==> src/rtl/mux_scan_pkg.sv <==
// Shared types and constants for the 4-channel mux scan sequencer.
package mux_scan_pkg;

    typedef enum logic {
        IDLE = 1'b0,
        SCAN = 1'b1
    } scan_state_t;

    localparam int NCH   = 4;
    localparam int SEL_W = 2;

endpackage

==> src/rtl/scan_dwell_cnt.sv <==
// Dwell counter: counts 0..DWELL-1 while enabled and flags the last cycle with wrap.
module scan_dwell_cnt #(
    parameter int DWELL = 1
) (
    input  logic clk,
    input  logic rst_n,
    input  logic clr,
    input  logic en,
    output logic wrap
);

    localparam int CW = (DWELL > 1) ? $clog2(DWELL) : 1;
    localparam logic [CW-1:0] LAST = CW'(DWELL - 1);

    logic [CW-1:0] count;

    assign wrap = (count == LAST);

    always_ff @(posedge clk or negedge rst_n) begin
        if (!rst_n) begin
            count <= '0;
        end else if (clr) begin
            count <= '0;
        end else if (en) begin
            count <= wrap ? '0 : count + 1'b1;
        end
    end

endmodule

==> src/rtl/mux4_scan_ctrl.sv <==
// Steps a 4:1 mux select through all channels and assembles the captured bits into a frame.
// Optional continuous rescanning is enabled by defining MUX_SCAN_CONT_EN.
module mux4_scan_ctrl
    import mux_scan_pkg::*;
#(
    parameter int DWELL = 1
) (
    input  logic             clk,
    input  logic             rst_n,
    input  logic             start,
    input  logic             abort,
    input  logic             mux_out,
    output logic [SEL_W-1:0] sel,
    output logic             busy,
    output logic             done,
    output logic [NCH-1:0]   sample,
    output logic             sample_valid
);

    // start is a level request sampled only in IDLE; abort wins over start and
    // over any capture on the same edge, and is ignored in IDLE.

    scan_state_t      state, state_n;
    logic [SEL_W-1:0] sel_n;
    logic [NCH-1:0]   shadow, shadow_n;
    logic [NCH-1:0]   sample_n;
    logic             sample_valid_n;
    logic             done_n;
    logic             cnt_clr, cnt_en, cnt_wrap;

    scan_dwell_cnt #(.DWELL(DWELL)) u_dwell_cnt (
        .clk   (clk),
        .rst_n (rst_n),
        .clr   (cnt_clr),
        .en    (cnt_en),
        .wrap  (cnt_wrap)
    );

    assign busy = (state == SCAN);

    always_comb begin
        state_n        = state;
        sel_n          = sel;
        shadow_n       = shadow;
        sample_n       = sample;
        sample_valid_n = sample_valid;
        done_n         = 1'b0;
        cnt_clr        = 1'b0;
        cnt_en         = 1'b0;

        unique case (state)
            IDLE: begin
                if (start && !abort) begin
                    state_n = SCAN;
                    sel_n   = '0;
                    cnt_clr = 1'b1;
                end
            end
            SCAN: begin
                if (abort) begin
                    state_n  = IDLE;
                    sel_n    = '0;
                    shadow_n = '0;
                    cnt_clr  = 1'b1;
                end else begin
                    cnt_en = 1'b1;
                    if (cnt_wrap) begin
                        shadow_n[sel] = mux_out;
                        sel_n         = sel + 1'b1;
                        if (sel == SEL_W'(NCH - 1)) begin
                            // Last channel goes straight into sample so the frame updates atomically.
                            sample_n       = {mux_out, shadow[NCH-2:0]};
                            sample_valid_n = 1'b1;
                            done_n         = 1'b1;
`ifdef MUX_SCAN_CONT_EN
                            state_n        = SCAN;
`else
                            state_n        = IDLE;
`endif
                        end
                    end
                end
            end
            default: state_n = IDLE;
        endcase
    end

    always_ff @(posedge clk or negedge rst_n) begin
        if (!rst_n) begin
            state        <= IDLE;
            sel          <= '0;
            shadow       <= '0;
            sample       <= '0;
            sample_valid <= 1'b0;
            done         <= 1'b0;
        end else begin
            state        <= state_n;
            sel          <= sel_n;
            shadow       <= shadow_n;
            sample       <= sample_n;
            sample_valid <= sample_valid_n;
            done         <= done_n;
        end
    end

endmodule

==> config.mk <==
export PLATFORM = sky130hd
export DESIGN_NAME = mux4_scan_ctrl
export DESIGN_NICKNAME = d
export VERILOG_FILES = /design/src/rtl/mux_scan_pkg.sv /design/src/rtl/scan_dwell_cnt.sv /design/src/rtl/mux4_scan_ctrl.sv
export SDC_FILE = /design/constraint.sdc
export NUM_CORES = 1
export LEC_CHECK = 0
export BUFFER_PORTS_ARGS = -buffer_cell sky130_fd_sc_hd__buf_2
export CAP_MARGIN = 25
export CELL_PAD_IN_SITES_DETAIL_PLACEMENT = 1
export CELL_PAD_IN_SITES_GLOBAL_PLACEMENT = 1
export CORE_MARGIN = 2
export CORE_UTILIZATION = 27
export DETAILED_ROUTE_END_ITERATION = 6
export PLACE_DENSITY = 0.55
export SLEW_MARGIN = 30
export SYNTH_ARGS = -nofsm -noshare
export SYNTH_HDL_FRONTEND = slang
export SYNTH_SLANG_ARGS = --single-unit
==> constraint.sdc <==
create_clock -name clk -period 2.1 [get_ports clk]
set_clock_uncertainty 0.2 [all_clocks]
set_input_delay 0.21 -clock clk [delete_from_list [all_inputs] [get_ports clk]]
set_output_delay 0.21 -clock clk [all_outputs]
set_load 0.005 [all_outputs]
After elaboration in Yosys (flattened, before gate mapping)
Cells that the tools add are included.
{"block": "word_totals", "inputBits": 5, "regBits": 14, "wordCells": 50, "out_inout_bits": 9}
{"block": "classes", "addsub": 2, "n_lt_le_gt_ge": 2, "n_eq_ne": 4, "n_bitwise": 3, "muxes": 25, "reduce_logical": 7}
{"operator": "$mux 1", "count": 15}
{"operator": "$mux 4", "count": 2}
{"operator": "$mux 2", "count": 3}
{"operator": "$bwmux 4", "count": 1}
{"operator": "$ne 2x2->1 const B", "count": 2}
{"operator": "$pmux 1 s2", "count": 2}
{"operator": "$pmux 2 s2", "count": 1}
{"operator": "$reduce_and 2->1", "count": 2}
{"operator": "$reduce_and 4->1", "count": 1}
{"operator": "$lt 2x3->1 const B", "count": 1}
{"operator": "$ne 3x3->1 const B", "count": 1}
{"operator": "$not 1->1", "count": 3}
{"operator": "$add 2x1->2 const B", "count": 1}
{"operator": "$demux 1 s2", "count": 1}
{"operator": "$eq 2x2->1 const B", "count": 1}
{"operator": "$ge 2x1->1 const B", "count": 1}
{"operator": "$logic_and 1x1->1", "count": 2}
{"operator": "$reduce_bool 2->1", "count": 1}
{"operator": "$add 1x1->1 const B", "count": 1}
{"operator": "$logic_not 1->1", "count": 1}

Logic depth before layout (Yosys ltp)
{"block": "logic_depth", "word_depth": 7, "mapped_depth": 4, "mapped_depth_nobuf": 4}

Modules after synthesis
A second synthesis with hierarchy kept.
{"block": "unflattened", "hier_cells": 55, "hier_area_um2": 630.6}
{"module": "mux4_scan_ctrl", "instances": 1, "cells_each": 53, "seq_area_each_um2": 300.3, "area_each_um2": 619.3}
{"module": "scan_dwell_cnt", "instances": 1, "cells_each": 2, "seq_area_each_um2": 0.0, "area_each_um2": 11.3}

Least setup slack after synthesis
Ideal clock, no wire load.
{"block": "synth_path", "kind": "register to register", "from": "register sel[0]", "to": "register sample[0]", "setup_ns": 0.125, "path_buffers": 0, "arrival_ns": 1.085, "stages_incl_launch_ff": 4, "setup_slack_ns": 0.690, "synth_period_minus_slack_ns": 1.410, "required_ns": 1.775, "cell_sequence": "dfrtp_1 -> ha_1 -> nand3b_4 -> mux2_4"}
{"block": "synth_between", "elab_chain_len": 2}
{"element": "start, declared", "line": "mux4_scan_ctrl.sv:13", "text": "output logic [SEL_W-1:0] sel,"}
{"element": "start signal, assigned", "line": "mux4_scan_ctrl.sv:98", "text": "sel <= sel_n;"}
{"element": "$eq 2x2->1", "line": "mux4_scan_ctrl.sv:70", "text": "if (sel == SEL_W'(NCH - 1)) begin"}
{"element": "$reduce_and 4->1 (no source line)"}
{"element": "end signal, assigned", "line": "mux4_scan_ctrl.sv:100", "text": "sample <= sample_n;"}
{"element": "end, declared", "line": "mux4_scan_ctrl.sv:16", "text": "output logic [NCH-1:0] sample,"}
No other way between the ends.
A chain may end at the register's enable or synchronous reset.

Final worst setup path
{"block": "layout_path", "from": "register sel[0]", "to": "register state, in the netlist busy"}
{"block": "layout_between", "elab_chain_len": 5}
{"element": "$eq 2x2->1", "line": "mux4_scan_ctrl.sv:70"}
{"element": "$mux 1", "line": "mux4_scan_ctrl.sv:70"}
{"element": "$mux 1", "line": "mux4_scan_ctrl.sv:67", "text": "if (cnt_wrap) begin"}
{"element": "$mux 1", "line": "mux4_scan_ctrl.sv:60", "text": "if (abort) begin"}
{"element": "$pmux 1 s2", "line": "mux4_scan_ctrl.sv:51", "text": "unique case (state)"}
{"element": "named net state_n", "line": "mux4_scan_ctrl.sv:23", "text": "scan_state_t state, state_n;"}
{"element": "end signal, assigned", "line": "mux4_scan_ctrl.sv:97", "text": "state <= state_n;"}
{"element": "end, declared", "line": "mux4_scan_ctrl.sv:23"}
The timed path passes the listed nets, and every way through them passes these cells.

==> metrics.yaml <==
run_status:
  status: "finished clean"
sta:
  layout_min_cycle_time_ps: 1810
  setup_viol: 0
  tightest_slew_ps: 384
  max-slew-margin-rel: 0.744
  maxSlewViolCount: 0
  hold_violations: 0
  tns_ps: 0
  fin_crit_sh: 0.864
  fmax_ghz: 0.551
  fin_ws_ps: 286
  rsz0062_at_grt: "no"
worst_setup_path:
  ff2ff_setup_slack_ps: 290
  worst_path_max_delay_cell: "dlygate4sd3_1"
  startpoint_type: "flop"
  max_stage_delay_ps: 550
  cp-end-kind: "flop"
  worstSetupPathType: "flop to flop"
  cp_max_fo: 6
  crit_path_cell_trace: "ha_1 > nand2b_1 > a21oi_1 > dlygate4sd3_1"
  worstPathArrival_ps: 1830
  required_ps: 2110
run:
  maxCapViolations: 0
drt:
  ant_nets: 0
  drt_wl_total_mm: 1.14
  wl_per_cell_microns: 12.2
  drt_drc_violations_left: 0
  dr.pass1.iters: 2
  drtIter0Drc: 1
  via_per_inst: 4.54
  vias: 422
finish:
  syn2layout_area_growth_pct: 27.1
  n_antenna_cell: 0
  nFillCells: 233
  num-nets-final: 76
  drive_gt1_frac: 0.333
  final_util: 0.371
floorplanning:
  die_w_microns: 50.8
  die_h_microns: 50.8
  core_area_sq_um: 2020
  core.rowCount: 16
  ios: 14
  initial_core_util: 0.292
  die_area_sq_um: 2580
placement:
  place.gp.congestion: 0.706
  dp_hpwl_microns: 822
  post-place-ws_ps: 640
  port-buffer-count: 13
clock_tree:
  cts_max_level: 1
  postCtsSetupBuffers: 0
  clock_sinks: 12
  clk_latency_ps: 270
  cts_root_buf: "clkbuf_4"
  clk_pin_slew_worst_paths_ps: 80
  cts_buffer_depth: 2
  tritoncts: "done"
  cts-buffers-inserted: 3
yosys:
  synthTopCellsByArea: "dfrtp_1, mux2_4, ha_1"
  synth_area_sq_um: 591
  synth.largest_area_cell: "dfrtp_1"
  synth_cell_types: 13
  synth-seq-cells: 12
  synth_top_area_share: 0.508
  syn-instance-count: 47
  syn_nets: 56
  synth_area_per_cell_sq_um: 12.6
  yosysWarnings: 0
  ys_seq_area_frac: 0.508
hold_path:
  hold_class: "input pin to flop"
pwr:
  p_per_area_nw_per_um2: 861
  irDropWorstVdd_v: 0.000297
  p_leak_uw: 0.000413
global_route:
  grt.overflow.total: 0
  antenna_found_initial: 0
  grt_use_total: 0.111
  grt_pass1_wl_mm: 1.95
  grt_max_degree: 14
  grt_pass1_vias: 446
## worst max-delay path, delay by kind of cell, from the launching register on
family / cells / cell delay (ps)
buffers and inverters: 1 / 550
flip-flops: 1 / 450
adder cells (fa/ha/maj): 1 / 270
AND/OR/NAND/NOR: 1 / 160
AO/OA/AOI/OAI: 1 / 120
## synth_stat cells
cell type	number
dfrtp_1	12
nand2b_1	8
inv_1	7
ha_1	4
mux2_4	4
nand4b_1	3
o311ai_0	3
a21oi_1	1
buf_2	1
nand3b_4	1
nor2b_1	1
o22ai_1	1
o32ai_1	1
## power breakdown
part	internal, uW	switching (uW)
logic	80.9	56.9
clock network	105	80.4
registers	281	42.0
## registers in the layout (all words and copies together) (netlist names)
name,cells
sample_valid,1
shadow,3
sel,2
busy,1
sample,4
done,1
## per-layer routing
metal	vias to the layer above	wire, microns	GRT usage
met2	12	556	0.180
met4	0	31	0.0946
met5	-	0	0
met1	205	491	0.120
met3	4	56	0.0268
li1	201	-	-
## cell usage in the layout (no fill, tap or decap)
cell type / instances
a21oi_1: 1
nand3b_4: 1
mux2_4: 4
nand4b_1: 3
nor2b_1: 1
o311ai_0: 3
nand2b_1: 8
o32ai_1: 1
buf_2: 13
clkbuf_4: 3
dlygate4sd3_1: 3
clkbuf_8: 1
inv_1: 7
ha_1: 4
dfrtp_1: 12
o22ai_1: 1
## timing repair
action / CTS / global route
hold endpoints to repair: 13 / 0
gates resized for setup: 0 / 0
hold buffers: 3 / 0
## stage by stage
step	total power, uW	instances	hold WS, ps	area (sq um)
finish	646	93	29.9	751
global route	692	93	31.5	751
CTS	660	93	25.7	751
detailed placement	463	86	-94.4	684
global placement	458	86	-93.1	684
floorplan	401	47	-286	591
## worst paths after layout
| path | startpoint | endpoint | depth (start not counted) |
|---|---|---|---|
| setup / recovery | sel[0] | busy | 4 |
| hold / removal | mux_out | sample[3] | 2 |
| setup reg to reg | sel[0] | busy | 4 |
| hold reg to reg | sample_valid | sample_valid | 1 |
| max in group asynchronous | rst_n | sample[2] | 2 |
| min in group asynchronous | rst_n | shadow[1] | 2 |
## layout make-up
cell class	count	area (sq um)	area share
multi-input cells	27	259	0.345
clock buffers	4	36.3	0.0483
well taps	27	33.8	0.0450
inverters	7	26.3	0.0350
flip-flops and latches	12	300	0.400
repair buffers	16	95.1	0.127
## logic make-up (layout without fill, tap and decap cells)
| kind of cell | after synthesis | count (layout) | synth area share |
|---|---|---|---|
| simple gates | 13 | 13 | 0.174 |
| flops | 12 | 12 | 0.508 |
| buf+inv | 8 | 27 | 0.0530 |
| compound gates | 6 | 6 | 0.0784 |
| fa+ha+maj | 4 | 4 | 0.0847 |
| mux | 4 | 4 | 0.102 |
Note: power is estimated with default switching activity, not from simulation.
